$ cat src/rtl/seg7_scan_reader.sv
// Seven-segment scan reader.
// Watches the segment and anode lines of a multiplexed 4-digit common-anode display,
// waits for each digit to be stable, decodes it and assembles complete frames.
//
// Ports:
//   clk          single clock, rising edge
//   rst          synchronous active-high reset
//   seg[6:0]     segment lines {a..g}, active-low
//   an[3:0]      anode enables, active-low, an[0] = digit 0
//   digits[15:0] last complete frame, digits[4k+3:4k] = digit k
//   code_err[3:0] per-digit flag: pattern not in decode table
//   frame_valid  one-cycle pulse, digits/code_err updated this cycle
//   seq_err      one-cycle pulse, frame aborted on out-of-order digit
module seg7_scan_reader #(
  parameter int unsigned STABLE_CYCLES = 4
) (
  input  logic        clk,
  input  logic        rst,
  input  logic [6:0]  seg,
  input  logic [3:0]  an,
  output logic [15:0] digits,
  output logic [3:0]  code_err,
  output logic        frame_valid,
  output logic        seq_err
);

  localparam logic [3:0] StableMax = 4'(STABLE_CYCLES);

  typedef enum logic {StSync, StCollect} state_e;

  logic [10:0] sync1_q, s_q, prev_q;
  logic [3:0]  cnt_q, cnt_d;
  state_e      state_q;
  logic [1:0]  k_q;
  logic [15:0] shadow_q;
  logic [3:0]  shadow_err_q;

  logic [3:0]  an_s;
  logic [6:0]  seg_s;
  logic        win_done;
  logic        an_valid;
  logic [1:0]  idx;
  logic [3:0]  val;
  logic        err;
  logic        cap;

  assign an_s  = s_q[10:7];
  assign seg_s = s_q[6:0];

  // Stability counter over the synced sample; restarts at 1 on any change.
  always_comb begin
    cnt_d = cnt_q;
    if (s_q != prev_q)          cnt_d = 4'd1;
    else if (cnt_q < StableMax) cnt_d = cnt_q + 4'd1;
  end

  // Only the transition into the saturated value counts, so one capture per window.
  assign win_done = (cnt_d == StableMax) && (cnt_q != StableMax);

  always_comb begin
    an_valid = 1'b1;
    idx      = 2'd0;
    unique case (an_s)
      4'b1110: idx = 2'd0;
      4'b1101: idx = 2'd1;
      4'b1011: idx = 2'd2;
      4'b0111: idx = 2'd3;
      default: an_valid = 1'b0;
    endcase
  end

  always_comb begin
    err = 1'b0;
    val = 4'hE;
    case (seg_s)
      7'b0000001: val = 4'h0;
      7'b1001111: val = 4'h1;
      7'b0010010: val = 4'h2;
      7'b0000110: val = 4'h3;
      7'b1001100: val = 4'h4;
      7'b0100100: val = 4'h5;
      7'b0100000: val = 4'h6;
      7'b0001111: val = 4'h7;
      7'b0000000: val = 4'h8;
      7'b0001100: val = 4'h9;
      7'b1001000: val = 4'hF;  // 'H'
      default:    err = 1'b1;
    endcase
  end

  assign cap = win_done && an_valid;

  always_ff @(posedge clk) begin
    if (rst) begin
      sync1_q      <= '1;
      s_q          <= '1;
      prev_q       <= '1;
      cnt_q        <= '0;
      state_q      <= StSync;
      k_q          <= 2'd1;
      shadow_q     <= '1;
      shadow_err_q <= '1;
      digits       <= '0;
      code_err     <= '0;
      frame_valid  <= 1'b0;
      seq_err      <= 1'b0;
    end else begin
      sync1_q     <= {an, seg};
      s_q         <= sync1_q;
      prev_q      <= s_q;
      cnt_q       <= cnt_d;
      frame_valid <= 1'b0;
      seq_err     <= 1'b0;
      if (cap) begin
        case (state_q)
          StSync: begin
            if (idx == 2'd0) begin
              shadow_q[3:0]   <= val;
              shadow_err_q[0] <= err;
              k_q             <= 2'd1;
              state_q         <= StCollect;
            end
          end
          StCollect: begin
            if (idx == k_q) begin
              shadow_q[{idx, 2'b00} +: 4] <= val;
              shadow_err_q[idx]           <= err;
              if (k_q == 2'd3) begin
                // Publish the whole frame at once, including the digit just captured.
                digits      <= {val, shadow_q[11:0]};
                code_err    <= {err, shadow_err_q[2:0]};
                frame_valid <= 1'b1;
                state_q     <= StSync;
                k_q         <= 2'd1;
              end else begin
                k_q <= k_q + 2'd1;
              end
            end else begin
              seq_err <= 1'b1;
              k_q     <= 2'd1;
              if (idx == 2'd0) begin
                // Digit 0 out of turn starts a fresh frame.
                shadow_q     <= {12'hFFF, val};
                shadow_err_q <= {3'b111, err};
                state_q      <= StCollect;
              end else begin
                shadow_q     <= '1;
                shadow_err_q <= '1;
                state_q      <= StSync;
              end
            end
          end
          default: state_q <= StSync;
        endcase
      end
    end
  end

endmodule
$ cat config.mk
export PLATFORM = sky130hd
export DESIGN_NAME = seg7_scan_reader
export DESIGN_NICKNAME = d
export VERILOG_FILES = /design/src/rtl/seg7_scan_reader.sv
export SDC_FILE = /design/constraint.sdc
export NUM_CORES = 1
export LEC_CHECK = 0
export BUFFER_PORTS_ARGS = -buffer_cell sky130_fd_sc_hd__buf_2
export CELL_PAD_IN_SITES_DETAIL_PLACEMENT = 1
export CELL_PAD_IN_SITES_GLOBAL_PLACEMENT = 2
export CORE_MARGIN = 3
export CORE_UTILIZATION = 36
export CTS_CLUSTER_DIAMETER = 40
export DETAILED_ROUTE_END_ITERATION = 7
export MAX_ROUTING_LAYER = met4
export PLACE_DENSITY = 0.81
export SLEW_MARGIN = 20
export SYNTH_ARGS = -nofsm -noshare
export SYNTH_HDL_FRONTEND = slang
export SYNTH_SLANG_ARGS = --single-unit
$ cat constraint.sdc
create_clock -name clk -period 2.8 [get_ports clk]
set_clock_uncertainty 0.05 [all_clocks]
set_input_delay 0.56 -clock clk [delete_from_list [all_inputs] [get_ports clk]]
set_output_delay 0.56 -clock clk [all_outputs]
set_load 0.05 [all_outputs]
After elaboration in Yosys (flattened, before gate mapping)
Cells that the tools add are included.
- register bits: 82
- input port bits: 13
- output and inout port bits: 22
- $add $sub $neg: 3
- magnitude comparators: 3
- equal/unequal tests: 20
- shift-type cells: 2
- muxes and demuxes: 28
- bitwise gates (word level): 3
- reduce and logical (&&, ||, !) cells: 12
- operators with widths (operator ; number):
    one-hot mux 4 bit (11 select lines) ; 1
    equality test 7 bit (second input constant) ; 3
    two-way mux 4 bit ; 5
    bitwise mux 16 bit ; 1
    two-way mux 16 bit ; 1
    variable shift 4 x 6 -> 16 bit (first input constant) ; 1
    variable part select 4 x 6 -> 16 bit ; 1
    equality test 7 x 4 -> 1 bit (second input constant) ; 2
    equality test 7 x 6 -> 1 bit (second input constant) ; 2
    equality test 4 bit (second input constant) ; 3
    inequality test 11 bit ; 1
    OR reduction 11 bit ; 1
    two-way mux 1 bit ; 10
    equality test 4 x 3 -> 1 bit (second input constant) ; 2
    one-hot mux 4 bit (2 select lines) ; 1
    OR reduction 4 bit ; 2
    equality test 7 x 1 -> 1 bit (second input constant) ; 1
    equality test 7 x 3 -> 1 bit (second input constant) ; 1
    equality test 7 x 5 -> 1 bit (second input constant) ; 1
    logical NOT 7 bit ; 1
    two-way mux 2 bit ; 3
    negation 4 -> 6 bit ; 1
    one-hot mux 2 bit (3 select lines) ; 1
    adder 4 x 1 -> 4 bit (second input constant) ; 1
    18 further kinds ; 24

Depth between registers and ports, before layout
- depth after elaboration: 9
- depth in mapped cells: 10
- gate-level depth less buffers: 8

Least setup slack after synthesis
OpenSTA, ideal clock, no wires.
- kind: reg-to-reg
- start: register s_q[5]
- end: register digits[12]
- library setup time: 0.065 ns
- data arrival time: 2.165 ns
- data required time: 2.685 ns
- slack: 0.520 ns
- stages on the path, launching flop included: 9
- path buffers: 2
- clock period less this slack: 2.280 ns
- cells stage by stage: dfxtp_1 clkbuf_1 xor2_1 nor4_1 nand4b_1 nor4_1 buf_4 mux2_2 nor2_1
- word-level cells in the longest chain between the ends: 6
- elaborated cells between the ends (all ways): 18
- classes of those cells: eq/ne: 12; mux: 2; reduce/logical: 4
- ends and longest elaborated chain (element ; line ; text):
    start: declaration ; 31 ; logic [10:0] sync1_q, s_q, prev_q;
    start signal: assignment ; 109 ; s_q <= sync1_q;
    inequality test 11 bit ; 53 ; if (s_q != prev_q) cnt_d = 4'd1;
    two-way mux 4 bit ; 53 ;
    equality test 4 x 3 -> 1 bit ; 58 ; assign win_done = (cnt_d == StableMax) && (cnt_q != StableMax);
    logical AND 1 bit ; 58 ;
    logical AND 1 bit ; 91 ; assign cap = win_done && an_valid;
    AND reduction 4 bit (no line) ; -- ;
    end signal: assignment ; 130 ; digits <= {val, shadow_q[11:0]};
    end: declaration ; 21 ; output logic [15:0] digits,
Parallel ways exist; a longest one is shown, timed or not.
A chain may end at the register's enable or synchronous reset.

Worst setup path in the final report
Ends and elaborated chain as after synthesis.

==> flow_metrics.py <==
metrics = {
    "run_status": {
        "status": "completed",
    },
    "critical_path": {
        "worstSetupEndpointType": "flop",
        "reg2reg_depth": 8,
        "required_ns": 3.06,
        "cp_max_fo": 14,
        "cp_data_arrival_time_ns": 2.77,
        "worst_setup_path_start_kind": "flop",
        "criticalPathCategory": "flop to flop",
    },
    "synthesis": {
        "netlist_area_um2": 3366,
        "netlist_instances": 360,
        "avgSynthCellArea_um2": 9.349,
        "synthFlopType": "dfxtp_1",
        "yosys_warnings": 0,
        "ys_seq_area_share_pct": 45.80,
        "postSynth.asyncResetShare_pct": 0,
        "synth_nets": 380,
        "ys_seq_elements": 77,
        "synth_edf_count": 0,
        "synth_cell_type_count": 52,
    },
    "finish": {
        "nFillCells": 1030,
        "antenna_cells": 0,
        "regArea_um2": 1541,
        "area_delta_synth_final_pct": 15.54,
        "multi_input_comb_area_um2": 1668,
        "drive_gt1_share_pct": 26.32,
        "finalInstanceArea_um2": 3889,
        "nNetsFinal": 414,
    },
    "pwr": {
        "p_sw_share_pct": 25.81,
        "power.density_nw_per_um2": 556.4,
        "seq_power_share_pct": 52.2,
        "ir_worst_vdd_mv": 0.3769,
        "fin_total_pwr_uw": 2164,
        "switchingPower_uw": 558.4,
        "comb_power_share_pct": 6.4,
        "leakage_uw": 0.001502,
        "p_int_uw": 1605,
        "pwr-share-clk_pct": 41.4,
    },
    "sta": {
        "fin_crit_ns": 2.512,
        "period_share_pct": 89.70,
        "slew_violations": 0,
        "finalSetupTns_ns": 0,
        "hold_viol_final": 0,
        "rsz0062_at_grt": "false",
        "fmax_ghz": 0.3982,
        "relSlewSlack_pct": 59.68,
        "setup_viol": 0,
        "tightest_slew_ns": 0.5985,
    },
    "placement": {
        "port_buffers": 34,
        "gp_congestion": 0.7847,
        "placed_area_um2": 3654,
        "hpwl_mm": 5.526,
    },
    "clock_network": {
        "hold_buffers": 0,
        "cts_tree": "done",
        "cts_buffer_depth": 2,
        "tritoncts.num_buffers": 9,
        "clockRootBuffer": "clkbuf_8",
        "h-tree-depth": 3,
        "insertion_delay_ns": 0.36,
        "cts_num_sinks": 77,
        "clk_pin_slew_ns": 0.09,
    },
    "floorplan": {
        "rows": 34,
        "fp.coreArea_um2": 8891,
        "chipWidth_um": 102.7,
        "start_util_pct": 37.86,
        "io_pins": 35,
        "die_area_um2": 10550,
        "die_y_um": 102.7,
    },
    "detailed_routing": {
        "met1_length_mm": 3.737,
        "drt_wl_total_mm": 7.671,
        "final_antenna_net_count": 0,
        "viasPerCell": 5.095,
        "routed.top_layer": "met4",
        "vias": 2583,
        "dr_wl_met2_mm": 3.639,
        "first_pass_iters": 4,
        "wl_met3_um": 233,
        "drt_iter0_markers": 63,
        "routedWlPerCell_um": 15.13,
        "drc": 0,
    },
    "grt": {
        "grt_pass1_vias": 2587,
        "grt_util_all_layers_pct": 16.17,
        "grt_overflow": 0,
        "grt_pass1_wl_mm": 12.83,
        "antenna_found_initial": 0,
        "grt_max_degree": 38,
    },
    "hold_path": {
        "hp-class": "input port to flop",
        "worstHoldPathCells": 2,
    },
    "flow_run": {
        "cap_violations": 0,
    },
}
registers in the layout, indices dropped and copies added, names as in the netlist:
register,count
digits,16
shadow_q,12
prev_q,11
s_q,11
sync1_q,11
cnt_q,4
code_err,4
shadow_err_q,3
k_q,2
frame_valid,1
seq_err,1
state_q,1
per-layer routing:
layer	up-vias	GRT usage, %
met3	5	4.465
met1	1241	20.42
li1	1301	-
met5	-	-
met4	0	4.642
met2	36	25.37
final cells by class:
type,count,area share [%]
Tap cell,108,3.475
Inverter,12,1.158
Sequential cell,77,39.64
Multi-Input combinational cell,246,42.89
Clock inverter,7,2.252
Clock buffer,9,3.185
Timing Repair Buffer,48,7.400
cells by family after synthesis:
group,Yosys count,synth area share [%]
multiplexers,27,8.067
XOR/XNOR,16,4.164
AO/OA/AOI/OAI,52,11.15
adder cells (fa/ha/maj),7,2.602
AND/OR/NAND/NOR,144,23.12
flip-flops,77,45.80
buffers and inverters,37,5.093
worst max-delay path, cell delays in order (launching register included):
cell,delay (ns)
dfxtp_1,0.55
xor2_1,0.15
nor4_1,0.41
nand4b_1,0.15
buf_4,0.18
nor4_4,0.35
buf_12,0.21
mux2_2,0.34
nor2_1,0.08
placed cells by master (no fill, tap or decap), types with 2 or more instances in the layout:
| cell type | n |
|---|---|
| nor4_1 | 6 |
| o211ai_1 | 3 |
| nand2_1 | 19 |
| nor3b_1 | 5 |
| a2111o_1 | 2 |
| and2_1 | 2 |
| nand4b_1 | 3 |
| clkbuf_8 | 9 |
| nand3b_1 | 5 |
| a21o_1 | 4 |
| buf_2 | 34 |
| a31oi_1 | 2 |
| nand3_1 | 13 |
| nor2b_1 | 2 |
| o22a_1 | 2 |
| inv_1 | 12 |
| nor3_1 | 6 |
| a21oi_1 | 7 |
| or2_0 | 2 |
| or2_2 | 34 |
| a32oi_1 | 2 |
| o21bai_1 | 2 |
| o311ai_1 | 2 |
| o21a_1 | 2 |
| ha_1 | 7 |
| nor2_1 | 35 |
| mux2i_1 | 26 |
| inv_8 | 3 |
| o21ai_0 | 14 |
| xor2_1 | 15 |
| buf_4 | 13 |
| or3_1 | 2 |
| a211o_1 | 3 |
| dfxtp_1 | 77 |
| clkinvlp_4 | 2 |
power groups by stage:
stage | Clock, uW | Combinational (uW) | Sequential (uW)
final | 895 | 138 | 1130
after floorplan | 0 | 107 | 1150
after global routing | 965 | 156 | 1130
after global placement | 0 | 132 | 1160
after CTS | 921 | 137 | 1130
after detailed placement | 0 | 136 | 1160
per-stage QoR:
stage | hold slack [ns] | cells | utilization [%] | worst slack, ns
floorplan | 0.3395 | 360 | - | 0.5202
global placement | 0.3429 | 489 | 41.09 | 0.2694
detailed placement | 0.3488 | 489 | 41.09 | 0.1783
CTS | 0.3102 | 505 | 43.47 | 0.1412
global route | 0.3027 | 507 | 43.74 | 0.08793
finish | 0.3264 | 507 | 43.74 | 0.2885
cells in the mapped netlist, types with 2 or more instances:
| cell | instances | area share, % |
|---|---|---|
| mux2i_1 | 26 | 7.7 |
| nor2_1 | 35 | 3.9 |
| o21ai_0 | 14 | 2.1 |
| clkbuf_1 | 15 | 1.7 |
| nand3b_1 | 5 | 1.1 |
| nor2b_1 | 2 | 0.37 |
| xor2_1 | 15 | 3.9 |
| o211ai_1 | 3 | 0.67 |
| a32oi_1 | 2 | 0.52 |
| buf_2 | 5 | 0.74 |
| nor4_1 | 7 | 1.3 |
| nand4b_1 | 3 | 0.78 |
| a21o_1 | 4 | 0.89 |
| a211o_1 | 3 | 0.78 |
| ha_1 | 7 | 2.6 |
| a21oi_1 | 7 | 1.0 |
| or2_2 | 34 | 6.3 |
| or3_1 | 2 | 0.37 |
| a31oi_1 | 2 | 0.37 |
| o21a_1 | 2 | 0.45 |
| inv_1 | 12 | 1.3 |
| o22a_1 | 2 | 0.52 |
| o311ai_1 | 2 | 0.52 |
| nor3_1 | 6 | 0.89 |
| and2_1 | 2 | 0.37 |
| nor3b_1 | 5 | 1.1 |
| nand2_1 | 19 | 2.1 |
| nand3_1 | 13 | 1.9 |
| buf_4 | 3 | 0.67 |
| dfxtp_1 | 77 | 46 |
| buf_6 | 2 | 0.67 |
| o21bai_1 | 2 | 0.45 |
| or2_0 | 2 | 0.37 |
| a2111o_1 | 2 | 0.67 |
repair_timing:
action | 4_1_cts | 5_1_grt
gates resized for setup | 0 | 1
setup buffers | 0 | 2
endpoints found under the setup margin | 0 | 20
worst paths after layout:
kind	end	slack, ns	startpoint
worst max-delay path	digits[12]	0.29	s_q[5]
worst min-delay path	sync1_q[8]	0.33	an[1]
worst max register to register	digits[12]	0.29	s_q[5]
worst min register to register	s_q[10]	0.37	sync1_q[10]
Power figures use the tool's default switching activity.
